===== src/rtl/idiv_pkg.sv =====
// Shared types and control encodings for the fixed-latency integer divider.
package idiv_pkg;

    typedef enum logic [1:0] {
        IDLE,
        CALC,
        FIX,
        DONE
    } state_t;

    localparam logic IDIV_OP_DIVU = 1'b0;
    localparam logic IDIV_OP_DIV  = 1'b1;

    // Quotient/shift register select
    localparam logic [2:0] QSEL_HOLD  = 3'd0;
    localparam logic [2:0] QSEL_LOAD  = 3'd1;
    localparam logic [2:0] QSEL_SHIFT = 3'd2;
    localparam logic [2:0] QSEL_FIX   = 3'd3;
    localparam logic [2:0] QSEL_ONES  = 3'd4;

    // Remainder register select
    localparam logic [2:0] RSEL_HOLD  = 3'd0;
    localparam logic [2:0] RSEL_CLEAR = 3'd1;
    localparam logic [2:0] RSEL_SHIFT = 3'd2;
    localparam logic [2:0] RSEL_TRIAL = 3'd3;
    localparam logic [2:0] RSEL_FIX   = 3'd4;

endpackage


===== src/rtl/idiv_int_div_fixed_lat_dpath.sv =====
// Divider datapath: operand magnitudes, restoring shift-subtract step and sign fix-up.
module idiv_int_div_fixed_lat_dpath
    import idiv_pkg::*;
#(
    parameter int unsigned NBITS = 32
) (
    input  logic               clk,
    input  logic               reset,
    input  logic [2*NBITS:0]   i_recv_msg,
    input  logic [2:0]         i_qsel,
    input  logic [2:0]         i_rsel,
    output logic               o_trial_neg,
    output logic               o_div0,
    output logic [NBITS-1:0]   o_quo,
    output logic [NBITS-1:0]   o_rem
);

    logic [NBITS-1:0] r_quo;
    logic [NBITS:0]   r_rem;
    logic [NBITS-1:0] r_div;
    logic             r_qneg;
    logic             r_rneg;
    logic             r_div0;

    logic             w_op;
    logic [NBITS-1:0] w_a;
    logic [NBITS-1:0] w_b;
    logic [NBITS-1:0] w_amag;
    logic [NBITS-1:0] w_bmag;
    logic [NBITS+1:0] w_rem_sh;
    logic [NBITS+1:0] w_trial;

    assign w_op = i_recv_msg[2*NBITS];
    assign w_a  = i_recv_msg[2*NBITS-1:NBITS];
    assign w_b  = i_recv_msg[NBITS-1:0];

    // Unsigned reinterpretation makes |-2^(N-1)| = 2^(N-1) without overflow
    assign w_amag = (w_op == IDIV_OP_DIV && w_a[NBITS-1]) ? (~w_a + 1'b1) : w_a;
    assign w_bmag = (w_op == IDIV_OP_DIV && w_b[NBITS-1]) ? (~w_b + 1'b1) : w_b;

    // One guard bit above the remainder register keeps the trial sign unambiguous
    assign w_rem_sh    = {r_rem, r_quo[NBITS-1]};
    assign w_trial     = w_rem_sh - {2'b00, r_div};
    assign o_trial_neg = w_trial[NBITS+1];

    assign o_div0 = r_div0;
    assign o_quo  = r_quo;
    assign o_rem  = r_rem[NBITS-1:0];

    always_ff @(posedge clk or negedge reset) begin
        if (!reset) begin
            r_quo  <= '0;
            r_div  <= '0;
            r_qneg <= 1'b0;
            r_rneg <= 1'b0;
            r_div0 <= 1'b0;
        end else begin
            case (i_qsel)
                QSEL_LOAD: begin
                    r_quo  <= w_amag;
                    r_div  <= w_bmag;
                    r_qneg <= w_op & (w_a[NBITS-1] ^ w_b[NBITS-1]);
                    r_rneg <= w_op & w_a[NBITS-1];
                    r_div0 <= (w_b == '0);
                end
                QSEL_SHIFT: r_quo <= {r_quo[NBITS-2:0], (i_rsel == RSEL_TRIAL)};
                QSEL_FIX:   r_quo <= r_qneg ? (~r_quo + 1'b1) : r_quo;
                QSEL_ONES:  r_quo <= '1;
                default:    r_quo <= r_quo;
            endcase
        end
    end

    always_ff @(posedge clk or negedge reset) begin
        if (!reset) begin
            r_rem <= '0;
        end else begin
            case (i_rsel)
                RSEL_CLEAR: r_rem <= '0;
                RSEL_SHIFT: r_rem <= w_rem_sh[NBITS:0];
                RSEL_TRIAL: r_rem <= w_trial[NBITS:0];
                RSEL_FIX:   r_rem <= {1'b0, (r_rneg ? (~r_rem[NBITS-1:0] + 1'b1) : r_rem[NBITS-1:0])};
                default:    r_rem <= r_rem;
            endcase
        end
    end

endmodule


===== src/rtl/idiv_int_div_fixed_lat.sv =====
// Fixed-latency restoring integer divider (RISC-V DIV/DIVU/REM/REMU) with val/rdy streams.
module idiv_int_div_fixed_lat
    import idiv_pkg::*;
#(
    parameter int unsigned NBITS = 32
) (
    input  logic               clk,
    input  logic               reset,
    input  logic               recv_val,
    output logic               recv_rdy,
    input  logic [2*NBITS:0]   recv_msg,
    output logic               send_val,
    input  logic               send_rdy,
    output logic [2*NBITS-1:0] send_msg
);

    localparam int unsigned CW = $clog2(NBITS);

    state_t           r_state;
    state_t           w_state_nxt;
    logic [CW-1:0]    r_cnt;
    logic             w_cnt_clr;
    logic             w_cnt_inc;
    logic [2:0]       w_qsel;
    logic [2:0]       w_rsel;
    logic             w_trial_neg;
    logic             w_div0;
    logic [NBITS-1:0] w_quo;
    logic [NBITS-1:0] w_rem;

    idiv_int_div_fixed_lat_dpath #(
        .NBITS (NBITS)
    ) u_dpath (
        .clk         (clk),
        .reset       (reset),
        .i_recv_msg  (recv_msg),
        .i_qsel      (w_qsel),
        .i_rsel      (w_rsel),
        .o_trial_neg (w_trial_neg),
        .o_div0      (w_div0),
        .o_quo       (w_quo),
        .o_rem       (w_rem)
    );

    always_ff @(posedge clk or negedge reset) begin
        if (!reset) begin
            r_state <= IDLE;
            r_cnt   <= '0;
        end else begin
            r_state <= w_state_nxt;
            if (w_cnt_clr)      r_cnt <= '0;
            else if (w_cnt_inc) r_cnt <= r_cnt + 1'b1;
        end
    end

    always_comb begin
        w_state_nxt = r_state;
        w_qsel      = QSEL_HOLD;
        w_rsel      = RSEL_HOLD;
        w_cnt_clr   = 1'b0;
        w_cnt_inc   = 1'b0;
        case (r_state)
            IDLE: begin
                if (recv_val && recv_rdy) begin
                    w_state_nxt = CALC;
                    w_qsel      = QSEL_LOAD;
                    w_rsel      = RSEL_CLEAR;
                    w_cnt_clr   = 1'b1;
                end
            end
            CALC: begin
                w_qsel    = QSEL_SHIFT;
                w_rsel    = w_trial_neg ? RSEL_SHIFT : RSEL_TRIAL;
                w_cnt_inc = 1'b1;
                if (r_cnt == CW'(NBITS - 1)) w_state_nxt = FIX;
            end
            FIX: begin
                // div0 remainder falls out of the loop as |a|, so only the quotient is overridden
                w_qsel      = w_div0 ? QSEL_ONES : QSEL_FIX;
                w_rsel      = RSEL_FIX;
                w_state_nxt = DONE;
            end
            DONE: begin
                if (send_rdy) w_state_nxt = IDLE;
            end
            default: w_state_nxt = IDLE;
        endcase
    end

    assign recv_rdy = reset && (r_state == IDLE);
    assign send_val = (r_state == DONE);
    assign send_msg = send_val ? {w_quo, w_rem} : '0;

endmodule


===== config.mk =====
export PLATFORM = sky130hd
export DESIGN_NAME = idiv_int_div_fixed_lat
export DESIGN_NICKNAME = d
export VERILOG_FILES = /design/src/rtl/idiv_pkg.sv /design/src/rtl/idiv_int_div_fixed_lat_dpath.sv /design/src/rtl/idiv_int_div_fixed_lat.sv
export SDC_FILE = /design/constraint.sdc
export NUM_CORES = 1
export LEC_CHECK = 0
export CAP_MARGIN = 20
export CORE_MARGIN = 2
export CORE_UTILIZATION = 59
export CTS_BUF_LIST = sky130_fd_sc_hd__clkbuf_4 sky130_fd_sc_hd__clkbuf_8 sky130_fd_sc_hd__clkbuf_16
export DETAILED_ROUTE_END_ITERATION = 16
export PLACE_DENSITY = 0.85
export SYNTH_ARGS = -nofsm -noshare
export SYNTH_HDL_FRONTEND = slang
export SYNTH_HIERARCHICAL = 1
export SYNTH_SLANG_ARGS = --single-unit
export TNS_END_PERCENT = 20

===== constraint.sdc =====
create_clock -name clk -period 9.5 [get_ports clk]
set_clock_uncertainty 0.2 [all_clocks]
set_input_delay 1.9 -clock clk [delete_from_list [all_inputs] [get_ports clk]]
set_output_delay 1.9 -clock clk [all_outputs]
set_load 0.1 [all_outputs]

* Word-level counts from Yosys, hierarchy flattened
Cells that the tools add are included. W data, S select, Z words.
Operators by class: add/sub/neg operators 6, eq/ne operators 17, multiplexer cells 21, bitwise gates (word level) 7, reductions and logical operators 12
Operators with widths (count):
- $pmux W33 S4 | 1
- $add A32 B1 Y32 const B | 4
- $mux W32 | 4
- $not A32 Y32 | 4
- $pmux W32 S4 | 1
- $mux W64 | 1
- $sub A34 B32 Y34 | 1
- $logic_not A32 Y1 | 1
- $pmux W3 S3 | 2
- $eq A3 B2 Y1 const B | 4
- $mux W5 | 2
- $pmux W2 S4 | 1
- $reduce_bool A4 Y1 | 2
- $eq A3 B1 Y1 const B | 2
- $eq A3 B3 Y1 const B | 2
- $mux W2 | 3
- $ne A2 B1 Y1 const B | 3
- $add A5 B1 Y5 const B | 1
- $eq A5 B5 Y1 const B | 1
- $mux W1 | 5
- $eq A2 B2 Y1 const B | 2
- $logic_and A1 B1 Y1 | 4
- $ne A2 B2 Y1 const B | 2
- $reduce_and A2 Y1 | 2
- other kinds (7) | 8
Storage, ports and cells: bits in registers 107, input port bits 69, output and inout port bits 66, word-level logic and storage cells 72

* Logic depth before layout (Yosys ltp)
Gate-level depths: netlist (run 1).
depth in word-level cells 8, mapped depth 21

* Hierarchy
Netlist (run 1), hierarchy kept.
Modules (own cells, without submodules):
- idiv_int_div_fixed_lat_dpath | instances 1, cells an instance 1230, area an instance 9346.5 um2, seq. area each 2502.4 um2
- idiv_int_div_fixed_lat | instances 1, cells an instance 117, area an instance 893.4 um2, seq. area each 175.2 um2

* Worst setup path before layout (run 1)
Ideal clock, no wire load.
path type input port to output port, start in reset, end out recv_rdy, arrival time 2634 ps, slack 4766 ps, cell stages on the path 1, buffers on the path 0, cells stage by stage and2_1
On the way: cells in the longest elaborated chain, start to end 1
Ends and longest elaborated chain:
- from (decl) | RTL line idiv_int_div_fixed_lat.sv:8 | input logic reset,
- $logic_and A1 B1 Y1 | RTL line idiv_int_div_fixed_lat.sv:90 | assign recv_rdy = reset && (r_state == IDLE);
- to (decl) | RTL line idiv_int_div_fixed_lat.sv:10 | output logic recv_rdy,
Every way passes these cells.

* Final worst setup path (run 1)
Same ends and word-level chain as after synthesis.

==> results.toml, run 1 <==
[floorplanning]
dieArea_um2 = 18400
top_level_ports = 135
die_h_um = 136
core_um2 = 17100
rows = 48
initial_core_util = 0.598
die_x_um = 136

[sta]
worst_slew_pin_slew_ps = 1170
post-route-min-period_ps = 5820
relSlewSlack = 0.218
hold_viol_final = 0
fin_crit_sh = 0.613
setup_violations = 0
fmax_mhz = 172
worst_hold_slack_ps = 279
drv_slew = 0
rsz0062_at_grt = "false"
setup_tns_ps = 0

[drt]
dr.pass1.iters = 6
drc = 0
drt_iter0_drc = 1106
postRouteAntennaNets = 0
routedWlPerCell_um = 17.9
num_vias = 10400
routed_via_density = 6.39
wirelength_um = 29100

[power]
power.leakage_nw = 4.77
ir_drop_mv = 0.338
power_density_nw_per_um2 = 411

[synthesis]
netlist_area_um2 = 10200
synth_top_family_by_area = "compound AO/OA/AOI/OAI gates"
ys_ff_latch = 107
synth_ff_type = "dfrtp_1"
async_reset_ff_frac = 1.00
avgSynthCellArea_um2 = 7.60
synth_compound_area_frac = 0.261
syn_nets = 1460
synth-simple-area-share = 0.252
synth_xor_area_frac = 0.0881
synthAdderAreaFrac = 0.0545
ys_seq_area_frac = 0.261
synth-edff-count = 0
yosysWarnings = 6
synthMuxAreaShare = 0.0100
synth_cells = 1347
synthDistinctLibCells = 81

[cells_and_area]
fin_util = 0.684
multi_input_area_um2 = 6840
nNetsFinal = 1510
area_growth_pct = 14.3
diodes = 0
seq_area_um2 = 2680
fill_cells = 1468
drive_gt1_frac = 0.0385

[critical_path]
path_delay_family = "buffers and inverters"
worst_setup_path_end_kind = "output pin"
critPathRequiredTime_ps = 7400
start_kind = "input pin"
cp_slowest_cell = "clkdlybuf4s50_1"
cp.buffers_inverters = 2
max_stage_delay_ps = 1130
cp_data_arrival_time_ps = 3720
worstPathMaxFanout = 43
critical_path_class = "in -> out"
path_cells = "buf_4 -> and2_1 -> clkdlybuf4s50_1"

[cts]
cts_sinks = 107
cts.clk_slew.worst_paths_ps = 70
cts_tree = "done"
htree_levels = 3
clock-root-buffer = "clkbuf_16"
post_cts_resized = 0
cts_buffers = 9
cts_hold_buffers = 0
cts_buffer_depth = 2
clk-insertion-delay-late_ps = 360
cts_setup_buffers = 0

[grt]
grt_pass1_vias = 9321
antenna_found_initial = 0
grt-ovfl-total = 0
grt_pass1_wl_um = 46400
grtUsageTotal = 0.314
grt_max_degree = 70

[status]
outcome = "finished, final reports clean"

[flow_run]
drv_cap = 0

[place]
gp_congestion = 0.973
io_buffers = 134
post-dp-hpwl_um = 21000

[min_path]
min-delay-path-class = "reg -> reg"
-- where the power goes --
group	switching (mW)	internal, mW
Combinational	2.28	1.22
Sequential	0.289	0.667
Clock	0.179	0.185
Total	2.75	2.07
-- per-layer routing --
metal / global-route usage / wire length (µm)
met1: 0.456 / 12900
met2: 0.474 / 12900
met3: 0.0509 / 2660
met4: 0.111 / 650
met5: 0 / 0
-- cells in the final DEF (no fill, tap or decap), types with 17 or more instances in the layout --
| master | netlist | layout |
|---|---|---|
| nor2_1 | 117 | 115 |
| a21o_1 | 17 | 17 |
| xnor2_1 | 62 | 62 |
| nand2_1 | 133 | 132 |
| ha_1 | 43 | 42 |
| nor3_1 | 31 | 31 |
| clkdlybuf4s50_1 | 0 | 133 |
| o21ai_0 | 125 | 125 |
| nand3_1 | 21 | 21 |
| a21oi_1 | 103 | 102 |
| dfrtp_1 | 107 | 107 |
| and2_1 | 78 | 78 |
| xor2_1 | 41 | 41 |
| inv_1 | 61 | 61 |
-- worst paths after layout --
path,to,cells past startpoint,slack (ps),start
setup / recovery,recv_rdy,3,3680,reset
hold / removal,u_dpath/r_div[24]$_DFFE_PN0N_,2,280,u_dpath/r_div[24]$_DFFE_PN0N_
setup reg to reg,u_dpath/r_rem[22]$_DFFE_PN0P_,18,3870,u_dpath/r_rem[3]$_DFFE_PN0P_
hold reg to reg,u_dpath/r_div[24]$_DFFE_PN0N_,2,280,u_dpath/r_div[24]$_DFFE_PN0N_
max in group asynchronous,u_dpath/r_div[28]$_DFFE_PN0N_,2,6480,reset
min in group asynchronous,u_dpath/r_div[9]$_DFFE_PN0N_,1,1340,reset
-- registers in the layout, indices dropped and copies added (netlist names) --
signal	count
r_cnt	5
r_state	2
u_dpath/o_div0	1
u_dpath/o_quo	32
u_dpath/r_div	32
u_dpath/r_qneg	1
u_dpath/r_rem	33
u_dpath/r_rneg	1
-- worst min-delay path, delay by kind of cell (launching register included) --
| kind | cells | cell delay, ps |
|---|---|---|
| flip-flops | 1 | 340 |
| AO/OA/AOI/OAI | 1 | 60 |
| AND/OR/NAND/NOR | 1 | 50 |
-- stage by stage --
step                instance area [µm²]  total power, mW  cells  setup slack [ps]
finish                            11700             4.82   1627              3680
global route                      11700             5.16   1627              3360
CTS                               11700             4.73   1625              3640
detailed placement                11400             4.35   1609              3650
global placement                  11400             4.28   1609              3660
floorplan                         10200             3.62   1347              4770
-- cells by family after synthesis --
kind of cell | Yosys count
simple gates | 501
buf+inv | 163
flops | 107
mux | 10
xor+xnor | 103
fa+ha+maj | 44
compound gates | 419
-- layout make-up --
class,count,share of cell area
clock inverters,6,0.00331
clock buffers,10,0.0204
multi-input cells,1077,0.584
repair buffers,141,0.120
well taps,225,0.0240
inverters,61,0.0196
flip-flops and latches,107,0.229
-- cell usage after synthesis, types with 16 or more instances --
| cell | instances | share of area |
|---|---|---|
| inv_1 | 61 | 0.022 |
| nor2_1 | 117 | 0.043 |
| and2_1 | 78 | 0.048 |
| a21oi_1 | 103 | 0.050 |
| nand2_1 | 133 | 0.049 |
| xnor2_1 | 62 | 0.053 |
| nand3_1 | 21 | 0.010 |
| clkbuf_1 | 65 | 0.024 |
| a221oi_1 | 16 | 0.014 |
| a21o_1 | 17 | 0.012 |
| ha_1 | 43 | 0.053 |
| dfrtp_1 | 107 | 0.26 |
| buf_4 | 32 | 0.023 |
| o21ai_0 | 125 | 0.061 |
| nor3_1 | 31 | 0.015 |
| xor2_1 | 41 | 0.035 |
Power figures use the tool's default switching activity.
==> run 2, diff against run 1 <==
- CORE_UTILIZATION: 59 -> 57
- PLACE_DENSITY: 0.85 -> 0.82
- clock period: 9.5 -> 5.65 ns (I/O delays scaled with it)
==> results.toml, run 2 (synthesis results as in run 1) <==
[status]
outcome = "finished, final reports clean"

[place]
post-dp-hpwl_um = 21500
io_buffers = 134
placed_cells = 1621
dpl_cell_area_um2 = 11500
gp_congestion = 0.983

[critical_path]
worst_setup_path_end_kind = "flip-flop"
cp.buffers_inverters = 0
critical_path_class = "reg -> reg"
start_kind = "flip-flop"
cp_slowest_cell = "dfrtp_1"
path_delay_family = "compound AO/OA/AOI/OAI gates"
cp_data_arrival_time_ps = 4940
worstPathMaxFanout = 12
path_cells = "ha_1 -> and3_1 -> and2_1 -> a221oi_1 -> nor2b_1 -> o31ai_1 -> o21ai_0 -> nor3_1 -> xor2_1 -> or2b_1 -> a21oi_1 -> nor2_1 -> nand3_2 -> o21ai_1 -> o21ai_0 -> a222oi_1 -> o31ai_1"
max_stage_delay_ps = 470
critPathRequiredTime_ps = 5660

[cells_and_area]
fin_area_um2 = 11800
largest_reg_flops = 33
drive_gt1_frac = 0.0433
fin_util = 0.663
area_growth_pct = 15.1
nNetsFinal = 1518
final_cell_mix = "nand2_1 (132), clkdlybuf4s50_1 (132), o21ai_0 (124)"
fin_cells = 1638
diodes = 0
largest-register = "u_dpath/r_rem"

[floorplanning]
rows = 49
die_x_um = 138
core_um2 = 17800
initial_core_util = 0.576
dieArea_um2 = 19100
die_h_um = 138
top_level_ports = 135

[power]
swShare = 0.565
ir_drop_mv = 0.526
power.leakage_nw = 4.82
switchingPower_mw = 4.65
combinationalPowerShare = 0.725
clkPwrFrac = 0.080
power.total_mw = 8.22
power_density_nw_per_um2 = 698
seqPwrFrac = 0.195
p_int_mw = 3.58

[drt]
postRouteAntennaNets = 0
dr_wl_met2_um = 13400
met3WireLength_um = 2720
wl_met1_um = 13100
wirelength_um = 29900
top_layer = "met4"
num_vias = 10400
routedWlPerCell_um = 18.2
dr.pass1.iters = 6
routed_via_density = 6.37
drt_iter0_drc = 1243
drc = 0

[cts]
clk-insertion-delay-late_ps = 350
cts_hold_buffers = 0
cts_buffers = 9
cts_setup_buffers = 0
clock-root-buffer = "clkbuf_16"
cts_buffer_depth = 2
cts_tree = "done"
htree_levels = 3
cts_sinks = 107
cts.clk_slew.worst_paths_ps = 70
post_cts_resized = 0

[min_path]
min-delay-path-class = "reg -> reg"

[sta]
worst_slew_pin_slew_ps = 1020
setup_violations = 0
rsz0062_at_grt = "false"
relSlewSlack = 0.315
setup_tns_ps = 0
fmax_mhz = 203
drv_slew = 0
hold_viol_final = 0
fin_crit_sh = 0.872
post-route-min-period_ps = 4930

[flow_run]
drv_cap = 0

[grt]
grt_pass1_wl_um = 48100
grt_pass1_vias = 9464
grtUsageTotal = 0.302
grt-ovfl-total = 0
grt_max_degree = 73
antenna_found_initial = 0
==> run 2: cell types whose count changed in the layout (fill, tap and decap cells not counted), moves of 2 or more <==
| cell | previous run | this run |
|---|---|---|
| buf_4 | 7 | 16 |
| clkinv_2 | 3 | 1 |
| nor2_1 | 115 | 117 |
| nor2_2 | 2 | 0 |
==> run 2: cell type report <==
class	instances	area, µm²
multi-input cells	1077	6840
fillers	1529	5990
flip-flops and latches	107	2680
repair buffers	149	1460
well taps	229	287
clock buffers	11	246
inverters	61	229
clock inverters	4	51.3
==> run 2: worst paths after layout <==
kind / from / endpoint / slack, ps / cells past startpoint
min reg2reg: u_dpath/r_div[8]$_DFFE_PN0N_ / u_dpath/r_div[8]$_DFFE_PN0N_ / 280 / 2
max in group asynchronous: reset / u_dpath/r_rem[26]$_DFFE_PN0P_ / 3310 / 2
max reg2reg: u_dpath/r_rem[18]$_DFFE_PN0P_ / u_dpath/r_rem[22]$_DFFE_PN0P_ / 720 / 17
max: u_dpath/r_rem[18]$_DFFE_PN0P_ / u_dpath/r_rem[22]$_DFFE_PN0P_ / 720 / 17
min: u_dpath/r_div[8]$_DFFE_PN0N_ / u_dpath/r_div[8]$_DFFE_PN0N_ / 280 / 2
min in group asynchronous: reset / u_dpath/r_div[16]$_DFFE_PN0N_ / 570 / 1
==> run 2: power groups by stage <==
stage	Combinational, mW	Sequential [mW]	Clock [mW]
finish	5.96	1.60	0.658
global route	6.46	1.66	0.698
CTS	5.83	1.59	0.667
detailed placement	5.79	1.60	0
global placement	5.71	1.57	0
floorplan	4.65	1.44	0
==> run 2: tightest hold or removal path, cell delays in order, from the launching register on <==
cell and delay, ps:
dfrtp_1 340, nand2_1 40, o21ai_0 60
==> run 2: metal layers <==
layer,GRT usage,up-vias
met4,0.0892,0
met3,0.0436,57
li1,-,4932
met1,0.440,4902
met2,0.470,545
met5,0,-
==> run 2: metrics by stage <==
step	hold slack, ps	setup slack (ps)
global route	299	178
floorplan	239	1030
detailed placement	269	437
finish	283	723
CTS	286	406
global placement	256	632
==> run 3, diff against run 2 <==
- CORE_MARGIN: 2 -> not set
- CORE_UTILIZATION: 57 -> 59
- PLACE_DENSITY: 0.82 -> 0.85
- clock period: 5.65 -> 5.85 ns (I/O delays scaled with it)
==> results.toml, run 3 (synthesis results as in run 1) <==
[status]
outcome = "finished, final reports clean"

[critical_path]
critPathRequiredTime_ps = 5870
worst_setup_path_end_kind = "flip-flop"
cp_data_arrival_time_ps = 5020
r2r_start = "u_dpath/r_rem[6]$_DFFE_PN0P_"
worstPathMaxFanout = 9
max_stage_delay_ps = 650
critical_path_class = "reg -> reg"
start_kind = "flip-flop"
cp_common_cell = "o21ai_0"
cp_slowest_cell = "o21ai_0"
startpoint = "u_dpath/r_rem[6]$_DFFE_PN0P_"
path_cells = "ha_1 -> nand3_1 -> nor3b_1 -> a211oi_1 -> buf_4 -> a2111oi_0 -> o31ai_1 -> o21ai_0 -> nor3_1 -> xor2_1 -> or2b_1 -> a21oi_1 -> nor2_1 -> o21ai_0 -> o21ai_0 -> a221oi_1 -> o21ai_0"

[cts]
clock-root-buffer = "clkbuf_16"
cts_buffer_depth = 2
clk-insertion-delay-late_ps = 360
htree_levels = 3
cts.clk_slew.worst_paths_ps = 80
cts_tree = "done"
cts_buffers = 9
post_cts_resized = 0
cts_sinks = 107
cts_setup_buffers = 0
cts_hold_buffers = 0

[sta]
relSlewSlack = 0.276
worst_slew_pin_slew_ps = 1080
setup_tns_ps = 0
fmax_mhz = 200
setup_violations = 0
fin_crit_sh = 0.854
worst_hold_slack_ps = 283
setup_slack_ps = 854
drv_slew = 0
hold_viol_final = 0
rsz0062_at_grt = "false"
post-route-min-period_ps = 5000

[grt]
grt-ovfl-total = 0
grt_max_degree = 69
grtUsageTotal = 0.341
grt_pass1_wl_um = 49000
antenna_found_initial = 0
grt_pass1_vias = 9599

[cells_and_area]
largest_reg_flops = 33
nNetsFinal = 1521
area_growth_pct = 15.7
final_cell_mix = "nand2_1 (132), clkdlybuf4s50_1 (132), o21ai_0 (125)"
fill_cells = 1450
diodes = 0
multi_input_area_um2 = 6830
drive_gt1_frac = 0.0446
seq_area_um2 = 2680
largest-register = "u_dpath/r_rem"

[drt]
postRouteAntennaNets = 0
drt_iter0_drc = 1194
dr.pass1.iters = 7
num_vias = 10400
routedWlPerCell_um = 18.3
routed_via_density = 6.38
drc = 0
wirelength_um = 29800

[floorplanning]
dieArea_um2 = 17900
die_x_um = 134
core_um2 = 16800
die_h_um = 134
rows = 47
top_level_ports = 135
initial_core_util = 0.611

[place]
post-dp-hpwl_um = 21800
gp_congestion = 0.994
place_ws_ps = 1010
io_buffers = 134

[power]
ir_drop_mv = 0.450
power.leakage_nw = 4.86
power_density_nw_per_um2 = 678

[flow_run]
drv_cap = 0

[min_path]
min-delay-path-class = "reg -> reg"
hp-start = "u_dpath/r_div[22]$_DFFE_PN0N_"
[run 3: changes by cell type in the layout (fill, tap and decap cells not counted)]
cell and change:
clkinvlp_4 -1, bufinv_16 +2, buf_4 +3, nand3_2 -1, clkinv_2 -1, a2111oi_1 -1
o21ai_0 +1, o21ai_1 -1, a2111oi_0 +1, nand3_1 +1
[run 3: final timing paths]
| kind | endpoint | slack [ps] | cells past startpoint |
|---|---|---|---|
| worst max-delay path | u_dpath/r_rem[27]$_DFFE_PN0P_ | 850 | 17 |
| worst min-delay path | u_dpath/r_div[22]$_DFFE_PN0N_ | 280 | 2 |
| worst max register to register | u_dpath/r_rem[27]$_DFFE_PN0P_ | 850 | 17 |
| worst min register to register | u_dpath/r_div[22]$_DFFE_PN0N_ | 280 | 2 |
| max in group asynchronous | u_dpath/r_rem[26]$_DFFE_PN0P_ | 3440 | 3 |
| min in group asynchronous | u_dpath/r_rem[6]$_DFFE_PN0P_ | 770 | 2 |
[run 3: critical path, delay by kind of cell, from the launching register on]
family,cells,cell delay [ps]
AOI/OAI and AO/OA,9,2600
and+or+nand+nor,5,860
DFF,1,490
adders and majority gates,1,410
buffers and inverters,1,160
xor gates and xnor gates,1,150
[run 3: area by class of cell]
class / instances / area share
inverter: 61 / 0.0193
sequential: 107 / 0.226
clock inverter: 4 / 0.00835
multi-input combinational: 1077 / 0.577
clock buffer: 11 / 0.0208
tap: 220 / 0.0232
timing repair buffer: 152 / 0.125
[run 3: power by group]
part	switching (mW)	leakage (nW)	total, mW	internal, mW
Clock	0.295	0.169	0.729	0.434
Sequential	0.467	1.34	1.55	1.08
Combinational	3.73	3.35	5.75	2.03
[run 3: metrics by stage]
step / area, µm² / power [mW] / util / std cells
detailed placement: 11500 / 7.14 / 0.684 / 1614
finish: 11800 / 8.04 / 0.707 / 1632
global placement: 11500 / 7.03 / 0.684 / 1614
global route: 11800 / 8.62 / 0.707 / 1632
CTS: 11800 / 7.90 / 0.705 / 1629
floorplan: 10200 / 5.88 / - / 1347
[run 3: per-layer routing]
layer,global-route usage,routed length [µm],up-vias
met5,0,0,-
met2,0.514,13400,541
met3,0.0563,2620,57
met4,0.119,641,0
met1,0.492,13200,4885
li1,-,-,4933
